--- src/rtl/time_of_day_counter.sv ---
// Time-of-day counter: binary h:m:s advanced by a 1 Hz tick, with rollover strobes and a range-checked set port.
// Optional alarm logic is compiled in with TIME_OF_DAY_ALARM_EN.
module time_of_day_counter #(
    parameter int HOURS_MAX = 23
) (
    input  logic       clk,
    input  logic       async_nreset,
    input  logic       tick,
    input  logic       hold,
    input  logic       set_valid,
    output logic       set_ready,
    input  logic [4:0] set_hours,
    input  logic [5:0] set_minutes,
    input  logic [5:0] set_seconds,
    output logic       set_error,
`ifdef TIME_OF_DAY_ALARM_EN
    input  logic [4:0] alarm_hours,
    input  logic [5:0] alarm_minutes,
    input  logic       alarm_enable,
    input  logic       alarm_ack,
    output logic       alarm_pending,
`endif
    output logic [4:0] hours,
    output logic [5:0] minutes,
    output logic [5:0] seconds,
    output logic       minute_elapsed,
    output logic       hour_elapsed,
    output logic       day_elapsed
);

    localparam logic [4:0] HMAX = 5'(HOURS_MAX);

    typedef enum logic {IDLE, CHECK} state_t;

    state_t     state_q, state_d;
    logic       armed;
    logic [4:0] sh_hours;
    logic [5:0] sh_minutes, sh_seconds;
    logic       capture, load, err_d, range_ok;
    logic       sec_wrap, min_wrap, hr_wrap, count;
    logic [4:0] hr_nxt;
    logic [5:0] min_nxt, sec_nxt;

    // armed keeps set_ready low while in reset and until the first edge after release
    assign set_ready = armed && (state_q == IDLE);
    assign range_ok  = (sh_hours <= HMAX) && (sh_minutes <= 6'd59) && (sh_seconds <= 6'd59);

    always_comb begin
        state_d = state_q;
        capture = 1'b0;
        load    = 1'b0;
        err_d   = 1'b0;
        case (state_q)
            IDLE: if (set_valid && set_ready) begin
                capture = 1'b1;
                state_d = CHECK;
            end
            CHECK: begin
                load    = range_ok;
                err_d   = !range_ok;
                state_d = IDLE;
            end
            default: state_d = IDLE;
        endcase
    end

    always_comb begin
        sec_wrap = (seconds == 6'd59);
        min_wrap = (minutes == 6'd59);
        hr_wrap  = (hours == HMAX);
        sec_nxt  = sec_wrap ? 6'd0 : seconds + 6'd1;
        min_nxt  = !sec_wrap ? minutes : (min_wrap ? 6'd0 : minutes + 6'd1);
        hr_nxt   = !(sec_wrap && min_wrap) ? hours : (hr_wrap ? 5'd0 : hours + 5'd1);
        count    = tick && !hold && !load;
    end

    always_ff @(posedge clk or negedge async_nreset) begin
        if (!async_nreset) begin
            state_q        <= IDLE;
            armed          <= 1'b0;
            sh_hours       <= '0;
            sh_minutes     <= '0;
            sh_seconds     <= '0;
            hours          <= '0;
            minutes        <= '0;
            seconds        <= '0;
            set_error      <= 1'b0;
            minute_elapsed <= 1'b0;
            hour_elapsed   <= 1'b0;
            day_elapsed    <= 1'b0;
        end else begin
            state_q        <= state_d;
            armed          <= 1'b1;
            set_error      <= err_d;
            minute_elapsed <= count && sec_wrap;
            hour_elapsed   <= count && sec_wrap && min_wrap;
            day_elapsed    <= count && sec_wrap && min_wrap && hr_wrap;
            if (capture) begin
                sh_hours   <= set_hours;
                sh_minutes <= set_minutes;
                sh_seconds <= set_seconds;
            end
            if (load) begin
                hours   <= sh_hours;
                minutes <= sh_minutes;
                seconds <= sh_seconds;
            end else if (count) begin
                hours   <= hr_nxt;
                minutes <= min_nxt;
                seconds <= sec_nxt;
            end
        end
    end

`ifdef TIME_OF_DAY_ALARM_EN
    logic alarm_hit;
    assign alarm_hit = count && alarm_enable && (hr_nxt == alarm_hours)
                       && (min_nxt == alarm_minutes) && (sec_nxt == 6'd0);

    // a trigger coinciding with ack keeps the alarm pending
    always_ff @(posedge clk or negedge async_nreset) begin
        if (!async_nreset)  alarm_pending <= 1'b0;
        else if (alarm_hit) alarm_pending <= 1'b1;
        else if (alarm_ack) alarm_pending <= 1'b0;
    end
`endif

endmodule

--- config.mk ---
export PLATFORM = sky130hd
export DESIGN_NAME = time_of_day_counter
export DESIGN_NICKNAME = d
export VERILOG_FILES = /design/src/rtl/time_of_day_counter.sv
export SDC_FILE = /design/constraint.sdc
export NUM_CORES = 1
export LEC_CHECK = 0
export ABC_AREA = 0
export CELL_PAD_IN_SITES_DETAIL_PLACEMENT = 0
export CELL_PAD_IN_SITES_GLOBAL_PLACEMENT = 1
export CORE_UTILIZATION = 41
export CTS_CLUSTER_DIAMETER = 100
export DETAILED_ROUTE_END_ITERATION = 12
export GPL_ROUTABILITY_DRIVEN = 1
export MAX_ROUTING_LAYER = met4
export PLACE_DENSITY = 0.85
export SYNTH_ARGS = -nofsm -noshare
export SYNTH_HDL_FRONTEND = slang
export SYNTH_SLANG_ARGS = --single-unit
--- constraint.sdc ---
create_clock -name clk -period 3 [get_ports clk]
set_input_delay 0.6 -clock clk [delete_from_list [all_inputs] [get_ports clk]]
set_output_delay 0.6 -clock clk [all_outputs]
set_load 0.02 [all_outputs]
# == Word-level counts from Yosys, hierarchy flattened ==
# Cells that the tools add are included.
# classes
add_sub_neg,3
n_lt_le_gt_ge,3
n_eq_ne,3
muxes,16
bitwise,1
reduce_logical,18
# op_table
cell,count
$mux 6,7
$mux 5,4
$add 6x1->6 const B,2
$eq 6x6->1 const B,2
$le 6x6->1 const B,2
$logic_and 1x1->1,10
$reduce_bool 2->1,3
$add 5x1->5 const B,1
$eq 5x5->1 const B,1
$le 5x5->1 const B,1
$mux 1,4
$reduce_and 2->1,2
$logic_not 1->1,3
$pmux 1 s2,1
$not 1->1,1
# word_totals
reg_bits,40
out_inout_bits,22
word_cells,56

# == Longest topological paths before layout ==
# Gate-level depths: netlist of run 1.
# logic_depth
word_depth,9
depth_mapped,6

# == Least setup slack after synthesis of run 1 ==
# Ideal clock, no wire load.
# synth_timing
kind,register to register
start,register seconds[0]
end,register hours[4]
setup_time_ns,0.082
arrival_ns,1.875
required_time_ns,2.918
setup_slack_ns,1.043
path_stages_with_launch,7
path_buffers,1
synth_period_minus_slack_ns,1.957
cell_sequence,dfrtp_1 > ha_1 > and3b_1 > buf_4 > nand4_4 > or4b_1 > a31oi_1
# synth_via
elab_chain_cells,4
# synth_rtl
item,line,text
"start, declared",25,"output logic [5:0] seconds,"
"start signal, assigned",106,seconds <= sh_seconds;
"start signal, assigned",110,seconds <= sec_nxt;
$eq 6x6->1,68,sec_wrap = (seconds == 6'd59);
$logic_and 1x1->1,73,hr_nxt = !(sec_wrap && min_wrap) ? hours : (hr_wrap ? 5'd0 : hours + 5'd1);
$reduce_bool 2->1 (no line),n/a,
$reduce_and 2->1 (no line),n/a,
"end signal, assigned",104,hours <= sh_hours;
"end signal, assigned",108,hours <= hr_nxt;
"end, declared",23,"output logic [4:0] hours,"
# No other way between the ends.
# A chain may end at the register's enable or synchronous reset.

# == Final worst setup path of run 1 ==
# layout_timing
start,input port tick
end,register hours[4]
# layout_via
elab_chain_cells,4
# layout_rtl
item,line,text
"start, declared",8,"input logic tick,"
$logic_and 1x1->1 (2 in a row),74,count = tick && !hold && !load;
$reduce_bool 2->1 (no line),n/a,
$reduce_and 2->1 (no line),n/a,
# No other way between the ends.

==> results of run 1 <==
==> flip-flops by register name, indices dropped and copies added (netlist names) <==
signal	cells
state_q	1
seconds	6
sh_seconds	6
hour_elapsed	1
day_elapsed	1
set_error	1
armed	1
sh_minutes	6
sh_hours	5
minute_elapsed	1
minutes	6
hours	5
==> per-layer routing <==
layer | up-vias | wire length [microns]
met4 | 0 | 19
met1 | 731 | 1990
met2 | 31 | 1720
met5 | - | 0
met3 | 2 | 103
li1 | 738 | -
==> synthesized netlist by cell type <==
cell type and instances:
o21ai_0 15, nand4b_1 3, a221oi_1 2, o21a_1 1, inv_1 5, and3_1 1, nand2b_1 1, o31a_1 1
and3b_1 1, conb_1 1, a211oi_1 1, a31oi_1 8, mux2i_1 5, nand2_1 15, clkbuf_1 4, nand3b_1 3
ha_1 3, a21boi_0 1, or4b_1 1, nor2_1 15, and4b_2 1, and2_1 1, or3_1 4, nor2b_1 1
nor4_1 3, a21oi_1 8, and4b_1 1, buf_4 1, mux2_2 19, nand4_4 1, nand3_1 5, dfrtp_1 40
nand4_1 3, and4_1 1
==> stage by stage <==
step | cell area (sq um) | total power [mW] | worst slack [ns] | std cells | hold WS, ns
final | 2460 | 1.83 | 0.859 | 274 | 0.425
after global placement | 2380 | 1.50 | 0.607 | 267 | 0.460
after floorplan | 1910 | 1.21 | 1.04 | 176 | 0.304
after global routing | 2460 | 1.96 | 0.787 | 274 | 0.511
after detailed placement | 2380 | 1.52 | 0.571 | 267 | 0.467
after CTS | 2460 | 1.85 | 0.870 | 274 | 0.458
==> power breakdown <==
| part | switching (mW) | internal (mW) | leakage [nW] | total, mW |
|---|---|---|---|---|
| clock | 0.168 | 0.158 | 0.0410 | 0.326 |
| combinational | 0.327 | 0.346 | 0.508 | 0.674 |
| sequential | 0.162 | 0.671 | 0.473 | 0.833 |
==> worst reg2reg max path, delay by kind of cell (launching register included) <==
family,cells,cell delay (ns)
flip-flops,1,0.42
AO/OA/AOI/OAI,1,0.17
AND/OR/NAND/NOR,3,1.07
adder cells (fa/ha/maj),1,0.30
==> area by class of cell <==
cell class	count	share of cell area, %
inverters	5	0.763
well taps	52	2.65
multi-input cells	126	35.1
repair buffers	44	17.6
clock buffers	6	2.95
flip-flops and latches	40	40.7
clock inverters	1	0.204
==> logic make-up after synthesis <==
group           count (synthesis)  share of synthesized area, %
fa+ha+maj                       3                          1.97
flops                          40                          52.5
compound gates                 37                          11.2
mux                            24                          13.9
simple gates                   61                          18.1
other cells                     1                         0.197
buf+inv                        10                          2.17
==> worst max path at each step <==
stage	cells past startpoint	end	from	slack (ns)
6_report	5	hours[4]	tick	0.86
3_3_place_gp	5	hours[4]	tick	0.61
5_1_grt	5	hours[4]	tick	0.79
2_1_floorplan	6	hours[4]	seconds[0]	1.04
3_5_place_dp	5	hours[4]	tick	0.57
4_1_cts	5	hours[4]	tick	0.87
==> metrics.cfg, run 1 <==
[critical_path]
required_ns = 3.20
path_max_fanout = 8
r2r_end = hours[4]
cp-end-kind = register
r2r-start = seconds[0]
r2r_cells = 5
cp_top_family = simple AND/OR/NAND/NOR gates
critical_path_buf_inv_count = 1
cp_slowest_cell = or4b_1
cp-start-kind = input pin
r2r_slack_ns = 0.95
cpPeakStageDelay_ns = 0.53
crit_chain = clkdlybuf4s50_1 > and4b_1 > nand4_4 > or4b_1 > a31oi_1
critPathArrivalTime_ns = 2.34
crit_type = in -> reg

[synthesis]
synth_nets = 201
synth_top_area_cell = dfrtp_1
avgSynthCellArea_sq_um = 10.8
yosysSeqAreaShare_pct = 52.5
netlist_top_cells_area = dfrtp_1 53%, mux2_2 11%, o21ai_0 3.9%, nand2_1 3.0%, nor2_1 3.0%
syn-cell-area_sq_um = 1910
ys_types = 34
synth_cells = 176
yosysTopAreaCellShare_pct = 52.5
synth_warnings = 0
ys_ff_latch = 40

[timing]
slew_headroom_pct = 42.0
setup_viol = 0
worst_pin_slew_ns = 0.870
max_freq_ghz = 0.467
clock_skew_ns = 0.00694
timing.final.crit_share_pct = 71.4
layout_min_cycle_time_ns = 2.14
rsz0062_at_grt = no
maxSlewViolCount = 0
hold_violations = 0
tns_ns = 0

[power]
leakage_nw = 1.02
p_per_area_nw_per_um2 = 745
vdd_ir_drop_max_mv = 0.355

[outcome]
status = completed

[grt]
grt_max_degree = 41
use_met2_pct = 24.5
gr-usage-met3_pct = 3.90
grt_use_met1_pct = 25.6
grt_pass1_wl_mm = 6.58
overflow = 0
top_usage_layer = met1
grt_usage_pct = 17.6
grt_pass1_vias = 1360
antenna_found_initial = 0

[drt]
routedWlPerCell_microns = 14.0
routed_via_density = 5.48
firstDrtPassIters = 4
drtIter0Drc = 124
drtAntennaViolNets = 0
drt_wl_total_mm = 3.83
post-route-drc-count = 0
vias = 1502

[layout]
n_antenna_cell = 0
multi_input_area_sq_um = 863
regArea_sq_um = 1000
mostFrequentLayoutCells = 42 x clkdlybuf4s50_1, 40 x dfrtp_1, 19 x mux2_2
syn2layout_area_growth_pct = 29.0
fillCellCount = 399
drive_gt1_share_pct = 13.1
final_common_cell = clkdlybuf4s50_1
fin_util_pct = 55.7
fin_nets = 247

[placed_design]
gp_congestion = 0.838
io_buffers = 43
dp_hpwl_mm = 2.80

[floorplan]
fp.dieArea_sq_um = 4920
start_util_pct = 43.2
die_w_microns = 70.2
ios = 44
fp.coreArea_sq_um = 4410
die_height_microns = 70.2
rows = 24

[cts]
post_cts_buffers = 0
clock-root-buffer = clkbuf_8
clock_latency_ns = 0.28
cts_tree = done
cts_hold_buf = 0
cts_buffer_depth = 2
cts.repair.resized = 0
h-tree-depth = 2
cts_buffers = 5
cts_sinks = 40
path_clk_slew_ns = 0.07

[run]
maxCapViolations = 0

[hold_path]
hp-class = in -> async

Power figures use the tool's default switching activity.
==> run 2, diff against run 1 <==
--- a/config.mk
+++ b/config.mk
@@ -8,12 +8,12 @@
 export ABC_AREA = 0
 export CELL_PAD_IN_SITES_DETAIL_PLACEMENT = 0
 export CELL_PAD_IN_SITES_GLOBAL_PLACEMENT = 1
-export CORE_UTILIZATION = 41
+export CORE_UTILIZATION = 38
 export CTS_CLUSTER_DIAMETER = 100
 export DETAILED_ROUTE_END_ITERATION = 12
 export GPL_ROUTABILITY_DRIVEN = 1
 export MAX_ROUTING_LAYER = met4
-export PLACE_DENSITY = 0.85
+export PLACE_DENSITY = 0.79
 export SYNTH_ARGS = -nofsm -noshare
 export SYNTH_HDL_FRONTEND = slang
 export SYNTH_SLANG_ARGS = --single-unit
==> constraint.sdc (replaced) <==
create_clock -name clk -period 2.2 [get_ports clk]
set_input_delay 0.44 -clock clk [delete_from_list [all_inputs] [get_ports clk]]
set_output_delay 0.44 -clock clk [all_outputs]
set_load 0.02 [all_outputs]
==> run 2 against run 1 <==
Net effect:
- critical path depth decreased by 4
- first-iteration DRC count shrank 58%
- final cell count up 7.3%
- non-clock buffer count grew 7
- critical path type is now reg -> out
==> metrics.cfg, run 2 (same netlist as run 1, synthesis figures left out) <==
[drt]
vias = 1522
drtAntennaViolNets = 0
routedWlPerCell_microns = 14.1
drtIter0Drc = 52
drt_wl_total_mm = 4.14
firstDrtPassIters = 4
post-route-drc-count = 0
routed_via_density = 5.18

[power]
p_switching_mw = 0.905
pwr-share-clk_pct = 17.2
swShare_pct = 36.1
p_total_mw = 2.51
vdd_ir_drop_max_mv = 0.397
leakage_nw = 1.05
seqPwrFrac_pct = 45.2
internal-power_mw = 1.60
p_comb_share_pct = 37.6
p_per_area_nw_per_um2 = 996

[critical_path]
crit_chain = clkdlybuf4s50_1
cp-end-kind = output port
cpPeakStageDelay_ns = 0.66
cp_slowest_cell = clkdlybuf4s50_1
cp-start-kind = register
path_max_fanout = 8
critPathArrivalTime_ns = 1.45
cp_top_family = buffers and inverters
required_ns = 1.76
critical_path_buf_inv_count = 1
crit_type = reg -> out

[cts]
cts_buffers = 5
h-tree-depth = 2
clock_latency_ns = 0.29
cts_buffer_depth = 2
post_cts_buffers = 0
cts_tree = done
cts.repair.resized = 0
clock-root-buffer = clkbuf_8
cts_sinks = 40
path_clk_slew_ns = 0.07
cts_hold_buf = 0

[outcome]
status = completed

[layout]
final_area_sq_um = 2520
drive_gt1_share_pct = 15.4
syn2layout_area_growth_pct = 32.3
n_antenna_cell = 0
fin_nets = 254
mostFrequentLayoutCells = 42 x clkdlybuf4s50_1, 40 x dfrtp_1, 19 x mux2_2
finalNonFillerCells = 294
final_common_cell = clkdlybuf4s50_1

[timing]
layout_min_cycle_time_ns = 1.89
maxSlewViolCount = 0
worst_pin_slew_ns = 0.632
max_freq_ghz = 0.529
layout_setup_ws_ns = 0.308
tns_ns = 0
hold_violations = 0
slew_headroom_pct = 57.9
setup_viol = 0
clock_skew_ns = 0.00855
timing.final.crit_share_pct = 86.0
rsz0062_at_grt = no

[floorplan]
start_util_pct = 39.8
fp.coreArea_sq_um = 4790
die_w_microns = 72.8
ios = 44
die_height_microns = 72.8
rows = 25
fp.dieArea_sq_um = 5300

[placed_design]
gp_congestion = 0.833
dp_hpwl_mm = 3.06
preCtsSetupSlack_ns = 0.0362
placed_cell_area_sq_um = 2450
io_buffers = 43
dpl.cell_count = 289

[grt]
overflow = 0
grt_pass1_wl_mm = 7.00
grt_max_degree = 27
antenna_found_initial = 0
grt_usage_pct = 18.3
grt_pass1_vias = 1480

[hold_path]
hp-class = in -> async

[run]
maxCapViolations = 0

[run 2: power by group through the flow]
stage,clock network (mW),logic (mW),registers [mW]
detailed placement,0,0.946,1.15
finish,0.431,0.944,1.14
global placement,0,0.930,1.14
global route,0.481,1.03,1.17
CTS,0.447,0.949,1.13
floorplan,0,0.402,1.25
[run 2: area by class of cell]
class | instances | area [sq um]
clock buffer | 5 | 68.8
sequential | 40 | 1000
inverter | 5 | 18.8
multi-input combinational | 126 | 863
fill | 446 | 2260
tap | 67 | 83.8
timing repair buffer | 51 | 485
[run 2: path summary, 6_finish.rpt]
path / to / startpoint / cells after the start / slack [ns]
hold reg to reg: hours[1] / sh_hours[1] / 2 / 0.48
setup reg to reg: hours[4] / seconds[0] / 5 / 0.38
min in group clk: hours[1] / sh_hours[1] / 2 / 0.48
max in group asynchronous: seconds[5] / async_nreset / 2 / 1.51
hold / removal: minutes[5] / async_nreset / 1 / 0.14
setup / recovery: minutes[5] / minutes[5] / 1 / 0.31
[run 2: layer usage]
metal | share of wire, % | up-vias | track usage, %
met5 | 0 | - | -
li1 | - | 748 | -
met4 | 1.4 | 0 | 5.88
met1 | 50 | 734 | 24.4
met2 | 45 | 33 | 27.2
met3 | 3.6 | 7 | 4.70
[run 2: stage by stage]
step / hold slack [ns] / util [%]
CTS: 0.150 / 52.7
finish: 0.140 / 52.7
global route: 0.175 / 52.7
detailed placement: 0.466 / 51.2
global placement: 0.462 / 51.2
floorplan: 0.144 / -
